**src/rtl/traffic_pkg.sv**
```systemverilog
// traffic_pkg
// Shared definitions for the traffic-light controller: the light phases,
// the lamp pattern shown in each phase, the parameter-selector codes and
// the default phase durations (seconds).
package traffic_pkg;

    typedef enum logic [2:0] {
        PH_MG1  = 3'd0,   // main green, base part
        PH_MG2  = 3'd1,   // main green, shortened when a side car waits
        PH_MY   = 3'd2,   // main yellow
        PH_WALK = 3'd3,   // all vehicles red, walk lamp lit
        PH_SG   = 3'd4,   // side green
        PH_SGX  = 3'd5,   // side green extension
        PH_SY   = 3'd6    // side yellow
    } phase_e;

    // LEDs bit order: [6] main R, [5] main Y, [4] main G,
    //                 [3] side R, [2] side Y, [1] side G, [0] walk
    localparam logic [6:0] LED_MAIN_GREEN  = 7'h18;
    localparam logic [6:0] LED_MAIN_YELLOW = 7'h28;
    localparam logic [6:0] LED_WALK        = 7'h49;
    localparam logic [6:0] LED_SIDE_GREEN  = 7'h42;
    localparam logic [6:0] LED_SIDE_YELLOW = 7'h44;

    localparam logic [1:0] SEL_BASE = 2'b00;
    localparam logic [1:0] SEL_EXT  = 2'b01;
    localparam logic [1:0] SEL_YEL  = 2'b10;
    localparam logic [1:0] SEL_NONE = 2'b11;

    localparam int T_BASE_DEFAULT = 6;
    localparam int T_EXT_DEFAULT  = 3;
    localparam int T_YEL_DEFAULT  = 2;

    function automatic logic [6:0] phase_leds(input phase_e ph);
        logic [6:0] leds;
        case (ph)
            PH_MG1, PH_MG2: leds = LED_MAIN_GREEN;
            PH_MY:          leds = LED_MAIN_YELLOW;
            PH_WALK:        leds = LED_WALK;
            PH_SG, PH_SGX:  leds = LED_SIDE_GREEN;
            PH_SY:          leds = LED_SIDE_YELLOW;
            default:        leds = LED_MAIN_GREEN;
        endcase
        return leds;
    endfunction

endpackage

```
**src/rtl/one_hz_divider.sv**
```systemverilog
// one_hz_divider
// Derives a 50 % duty 1 Hz square wave and a one-cycle tick per second
// from the system clock.
// Ports:
//   clk       in  system clock
//   Reset     in  asynchronous active-high reset
//   oneHz_clk out 1 Hz square wave, low after reset
//   tick      out one-clk pulse, once every DIVIDE clk cycles
module one_hz_divider #(
    parameter int DIVIDE = 100_000
) (
    input  logic clk,
    input  logic Reset,
    output logic oneHz_clk,
    output logic tick
);

    localparam int HALF = DIVIDE / 2;
    localparam int CW   = (HALF > 1) ? $clog2(HALF) : 1;

    logic [CW-1:0] cnt_q, cnt_d;
    logic          hz_q, hz_d;
    logic          wrap;

    assign wrap = (cnt_q == CW'(HALF - 1));

    always_comb begin
        cnt_d = wrap ? '0 : cnt_q + 1'b1;
        hz_d  = wrap ? ~hz_q : hz_q;
    end

    always_ff @(posedge clk or posedge Reset) begin
        if (Reset) begin
            cnt_q <= '0;
            hz_q  <= 1'b0;
        end else begin
            cnt_q <= cnt_d;
            hz_q  <= hz_d;
        end
    end

    assign oneHz_clk = hz_q;
    // The tick is taken on the wrap that completes a full square-wave
    // period, so the first one lands a whole second (DIVIDE cycles) after
    // reset release and the phase timing counts whole seconds.
    assign tick = wrap & hz_q;

endmodule

```
**src/rtl/traffic_controller_main.sv**
```systemverilog
// traffic_controller_main
// Traffic-light controller for a main street, a side street and a
// pedestrian crossing. Phases advance on a 1 Hz tick; durations come from
// three run-time programmable registers (tBASE, tEXT, tYEL).
// Ports:
//   clk                     in  system clock
//   Reset                   in  asynchronous active-high reset
//   Sensor                  in  side-street vehicle present (may be a short pulse)
//   Walk_Request            in  pedestrian button (may be a short pulse)
//   Reprogram               in  level; loads Time_Value into the selected parameter
//   Time_Parameter_Selector in  00 tBASE, 01 tEXT, 10 tYEL, 11 none
//   Time_Value              in  new duration in seconds (1..15)
//   oneHz_clk               out 1 Hz square wave
//   LEDs                    out lamp drive, see traffic_pkg for bit order
module traffic_controller_main
    import traffic_pkg::*;
#(
    parameter int DIVIDE     = 100_000,
    parameter int T_BASE_DEF = T_BASE_DEFAULT,
    parameter int T_EXT_DEF  = T_EXT_DEFAULT,
    parameter int T_YEL_DEF  = T_YEL_DEFAULT
) (
    input  logic       clk,
    input  logic       Reset,
    input  logic       Sensor,
    input  logic       Walk_Request,
    input  logic       Reprogram,
    input  logic [1:0] Time_Parameter_Selector,
    input  logic [3:0] Time_Value,
    output logic       oneHz_clk,
    output logic [6:0] LEDs
);

    logic       tick;

    logic [3:0] t_base_q, t_base_d;
    logic [3:0] t_ext_q,  t_ext_d;
    logic [3:0] t_yel_q,  t_yel_d;
    logic       sensor_req_q, sensor_req_d;
    logic       walk_req_q,   walk_req_d;
    phase_e     state_q, state_d;
    logic [3:0] cnt_q, cnt_d;
    logic [6:0] leds_q;

    logic       reprog;
    logic [3:0] dur;
    logic       phase_done;

    one_hz_divider #(
        .DIVIDE(DIVIDE)
    ) u_div (
        .clk      (clk),
        .Reset    (Reset),
        .oneHz_clk(oneHz_clk),
        .tick     (tick)
    );

    assign reprog = Reprogram && (Time_Parameter_Selector != SEL_NONE)
                    && (Time_Value != 4'd0);

    // Parameter registers: rewritten every cycle while a valid reprogram is held.
    always_comb begin
        t_base_d = t_base_q;
        t_ext_d  = t_ext_q;
        t_yel_d  = t_yel_q;
        if (reprog) begin
            case (Time_Parameter_Selector)
                SEL_BASE: t_base_d = Time_Value;
                SEL_EXT:  t_ext_d  = Time_Value;
                SEL_YEL:  t_yel_d  = Time_Value;
                default:  ;
            endcase
        end
    end

    // Duration of the current phase in ticks.
    always_comb begin
        case (state_q)
            PH_MG1:  dur = t_base_q;
            PH_MG2:  dur = sensor_req_q ? t_ext_q : t_base_q;
            PH_MY:   dur = t_yel_q;
            PH_WALK: dur = t_ext_q;
            PH_SG:   dur = t_base_q;
            PH_SGX:  dur = t_ext_q;
            PH_SY:   dur = t_yel_q;
            default: dur = t_base_q;
        endcase
    end

    // ">=" rather than "==" so a phase whose duration shrinks while it is
    // running (MG2 when a side car shows up late) still ends on the next tick.
    assign phase_done = tick && (cnt_q >= (dur - 4'd1));

    always_comb begin
        state_d = state_q;
        cnt_d   = cnt_q;
        if (reprog) begin
            state_d = PH_MG1;
            cnt_d   = 4'd0;
        end else if (phase_done) begin
            cnt_d = 4'd0;
            case (state_q)
                PH_MG1:  state_d = PH_MG2;
                PH_MG2:  state_d = PH_MY;
                PH_MY:   state_d = walk_req_q ? PH_WALK : PH_SG;
                PH_WALK: state_d = PH_SG;
                PH_SG:   state_d = Sensor ? PH_SGX : PH_SY;
                PH_SGX:  state_d = PH_SY;
                PH_SY:   state_d = PH_MG1;
                default: state_d = PH_MG1;
            endcase
        end else if (tick) begin
            cnt_d = cnt_q + 4'd1;
        end
    end

    // A request arriving together with its clearing event wins, so it is
    // never lost.
    always_comb begin
        sensor_req_d = Sensor
                       | (sensor_req_q & ~((state_d == PH_SG) && (state_q != PH_SG)));
        walk_req_d   = Walk_Request
                       | (walk_req_q & ~((state_q == PH_WALK) && (state_d != PH_WALK)));
    end

    always_ff @(posedge clk or posedge Reset) begin
        if (Reset) begin
            t_base_q     <= 4'(T_BASE_DEF);
            t_ext_q      <= 4'(T_EXT_DEF);
            t_yel_q      <= 4'(T_YEL_DEF);
            sensor_req_q <= 1'b0;
            walk_req_q   <= 1'b0;
            state_q      <= PH_MG1;
            cnt_q        <= 4'd0;
            leds_q       <= LED_MAIN_GREEN;
        end else begin
            t_base_q     <= t_base_d;
            t_ext_q      <= t_ext_d;
            t_yel_q      <= t_yel_d;
            sensor_req_q <= sensor_req_d;
            walk_req_q   <= walk_req_d;
            state_q      <= state_d;
            cnt_q        <= cnt_d;
            // Lamp register loads together with the state, so it always
            // matches state_q without an extra cycle of latency.
            leds_q       <= phase_leds(state_d);
        end
    end

    assign LEDs = leds_q;

endmodule

```
**config.mk**
```make
export PLATFORM = sky130hd
export DESIGN_NAME = traffic_controller_main
export DESIGN_NICKNAME = d
export VERILOG_FILES = /design/src/rtl/traffic_pkg.sv /design/src/rtl/one_hz_divider.sv /design/src/rtl/traffic_controller_main.sv
export SDC_FILE = /design/constraint.sdc
export NUM_CORES = 1
export LEC_CHECK = 0
export BUFFER_PORTS_ARGS = -buffer_cell sky130_fd_sc_hd__buf_2
export CORE_ASPECT_RATIO = 0.75
export CORE_UTILIZATION = 59
export DETAILED_ROUTE_END_ITERATION = 6
export GPL_TIMING_DRIVEN = 0
export HOLD_SLACK_MARGIN = 0.06
export PLACE_DENSITY = 0.79
export SLEW_MARGIN = 20
export SYNTH_ARGS = -nofsm -noshare
export SYNTH_HDL_FRONTEND = slang
export SYNTH_HIERARCHICAL = 1
export SYNTH_SLANG_ARGS = --single-unit
export TNS_END_PERCENT = 50
```
**constraint.sdc**
```tcl
create_clock -name clk -period 4.2 [get_ports clk]
set_input_delay 0.63 -clock clk [delete_from_list [all_inputs] [get_ports clk]]
set_output_delay 0.63 -clock clk [all_outputs]
set_load 0.005 [all_outputs]
```
==> qor.txt <==
Mapped cell area: 2332 um2
Die H: 56.45 um
Status: finished clean
Mapped Cells: 207
CP Launch Point: state_q[0]$_DFF_PP0_
Post-Route Utilization: 69.96%
Layout cell share with drive strength beyond 1: 27.47%
Max Freq: 263.7 MHz
First-pass DRT Iterations: 4
Via count: 1643
Buffer count from post-CTS setup fixing: 0
CTS Buf Count: 5
Initial antenna violation count: 0
HPWL after DPL: 3036 um
Max Cap Viol: 0
Synth Area in XOR/XNOR: 6.009%
Top FF cell, synth: dfrtp_1
H-tree depth: 2
Synth warn: 6
Logic gate share of total power: 11.5%
Hold buffers post-CTS: 0
Root buf cell: clkbuf_8
Switching Fraction: 24.05%
Post-synthesis cell type count: 58
Max Root-Sink Buffers: 2
CP Capture Type: flop
Seq cells post-synth: 45
Via/cell ratio: 5.765
Final worst slack: 0.4075 ns
# clock sinks: 45
Unrepaired setup endpoints after global routing: no
Gates resized, CTS repair: 0
Critical path data required time: 4.37 ns
Worst setup path category: flop to flop
Async S/R FF share, synth: 100.0%
VDD IR-drop max: 0.0002910 V
Slowest CP cell: a21boi_0
Ant diodes: 0
Die area: 4211 um2
Post-synthesis mux area share: 6.652%
Worst-path maximum fanout: 8
Type of the tightest min-delay check: primary input to async pin
EDFF count, synth: 0
P_int: 711.2 uW
Max-slew violations: 0
IO buf count: 18
DR iter-0 viols: 93
Placement Setup Slack: 0.5970 ns
Compound-Gate Fraction of Synth Area: 12.18%
Slew @ Worst Pin: 0.7752 ns
Worst setup SP type: flop
Power Dens Cells: 358.6 nW/um2
Initial Util: 62.49%
Cell Count, Final, Fillers Out: 285
Syn Nets: 225
Skew final: 0.01170 ns
I/O pins: 19
Worst skew pair latency: 0.30 ns
Minimum clock period after layout: 3.792 ns
Placed cells: 277
Most frequent cells in the layout: dfrtp_1, buf_2, nor2_1, a21oi_1, mux2_2
Core ar.: 3732 um2
# DRC: 0
First-pass GRT wire length: 7286 um
Detailed-route wire length: 4332 um
CTS tree: yes
Post-Syn Area per Cell: 11.27 um2
Slew margin rel.: 48.21%
Worst r2r src: state_q[0]$_DFF_PP0_
Number of global-route vias before repair: 1466
Final hold viol count: 0
Post-DRT Antenna Nets: 0
WP data arrival: 3.96 ns
Clock power frac: 37.6%
Max incr delay on CP: 0.53 ns
CP Cell Sequence: a21boi_0 > a21oi_1 > a21oi_1 > ha_1 > xnor2_1 > ha_1 > o211ai_1 > o21a_1 > nor4_1 > or2_1 > clkbuf_2 > a41oi_1
Largest family of logic cells by synthesized area: simple AND/OR/NAND/NOR gates
Register area share after synthesis: 48.66%
Layout area overhead: 11.96%
Setup_tns: 0 ns
Yosys top cell area share: 40.77%
Pin count of the biggest net entering global routing: 29
CP delay by family, top: compound AO/OA/AOI/OAI gates
Rows: 19
Tcrit/Tclk final: 90.30%
Crit path buf inv count: 1
RePlAce Congestion: 0.7523
Sequential power share: 50.9%
DIE WIDTH: 74.60 um
Area leader, netlist: dfrtp_1
Switching pwr: 225.2 uW
Nets: 250
Top cells by area, synth: dfrtp_1, dfstp_2, mux2_2, ha_1, xnor2_1
Final setup viols: 0
Leakage power: 1.201 nW
Clk slew on worst S/H paths: 0.09 ns
Routed WL per cell: 15.20 um
Simple-gate share of the synthesized area: 19.90%
GR Util All Layers: 23.84%
Synth Area in Adders: 3.755%
Most common cell after layout, fill and taps aside: dfrtp_1
Grt total ovfl: 0
Hold Slack: 0.3875 ns
-- cells by family after synthesis --
| family | count (synthesis) |
|---|---|
| buf+inv | 14 |
| compound gates | 37 |
| simple gates | 74 |
| fa+ha+maj | 7 |
| flops | 45 |
| xor+xnor | 16 |
| mux | 14 |
-- synth_stat cells, drive strengths merged (2+ instances only) --
master  count
nor3        5
nand4b      2
nor4        3
o21ai       5
buf         3
clkbuf      2
a41oi       3
nand3b      2
xnor2      10
a32o        2
or2         2
and3        3
mux2       12
xor2        6
nand2b      4
nor2       15
nand2       9
dfrtp      38
nor2b       2
mux2i       2
o41ai       2
nand4       5
ha          7
dfstp       7
inv         9
a21oi      14
nand3       7
nor3b       4
and2        5
-- state kept, by name, indices dropped and copies added (netlist names) --
register / count
t_base_q: 4
sensor_req_q: 1
LEDs: 7
t_yel_q: 4
t_ext_q: 4
cnt_q: 4
walk_req_q: 1
u_div/oneHz_clk: 1
state_q: 3
u_div/cnt_q: 16
-- per-layer routing --
| layer | up-vias | track usage, % | part of all wire (%) |
|---|---|---|---|
| met4 | 0 | 9.704 | 1.5 |
| met2 | 28 | 29.34 | 40 |
| met3 | 6 | 5.386 | 3.5 |
| met1 | 801 | 39.42 | 55 |
| met5 | - | 0 | 0 |
| li1 | 808 | - | - |
-- worst register-to-register path, cell delays in order (launching register included) --
cell and delay [ns]:
dfrtp_1 0.46, a21boi_0 0.53, a21oi_1 0.26, a21oi_1 0.39
ha_1 0.26, xnor2_1 0.09, ha_1 0.28, o211ai_1 0.12
o21a_1 0.25, nor4_1 0.53, or2_1 0.18, clkbuf_2 0.18
a41oi_1 0.12
-- per-stage QoR --
step	power (mW)	instance area (um2)
2_1_floorplan	0.5617	2332
3_3_place_gp	0.5879	2487
3_5_place_dp	0.5914	2487
4_1_cts	0.9428	2611
5_1_grt	0.9735	2611
6_report	0.9363	2611
-- power groups by stage --
stage	logic (mW)	clock network (mW)	registers, mW
final	0.108	0.352	0.477
after floorplan	0.0823	0	0.479
after detailed placement	0.107	0	0.484
after CTS	0.109	0.358	0.477
after global placement	0.104	0	0.483
after global routing	0.120	0.374	0.479
-- area by class of cell --
cell class	instances	area [um2]
sequential	45	1135
multi-input combinational	148	1131
fill	298	1121
timing repair buffer	18	90.09
clock buffer	6	82.58
tap	52	65.06
clock inverter	2	41.29
inverter	9	33.78
buffer	5	32.53
-- final timing paths --
check / to / slack, ns / cells past startpoint
min in group clk: u_div/oneHz_clk$_DFFE_PP0N_ / 0.48 / 1
worst max-delay path: sensor_req_q$_DFF_PP0_ / 0.41 / 12
worst min register to register: u_div/oneHz_clk$_DFFE_PP0N_ / 0.48 / 1
worst min-delay path: LEDs[5]$_DFF_PP0_ / 0.39 / 2
worst max register to register: sensor_req_q$_DFF_PP0_ / 0.41 / 12
max in group asynchronous: u_div/cnt_q[8]$_DFF_PP0_ / 3.36 / 2
(Power assumes the default switching activity.)
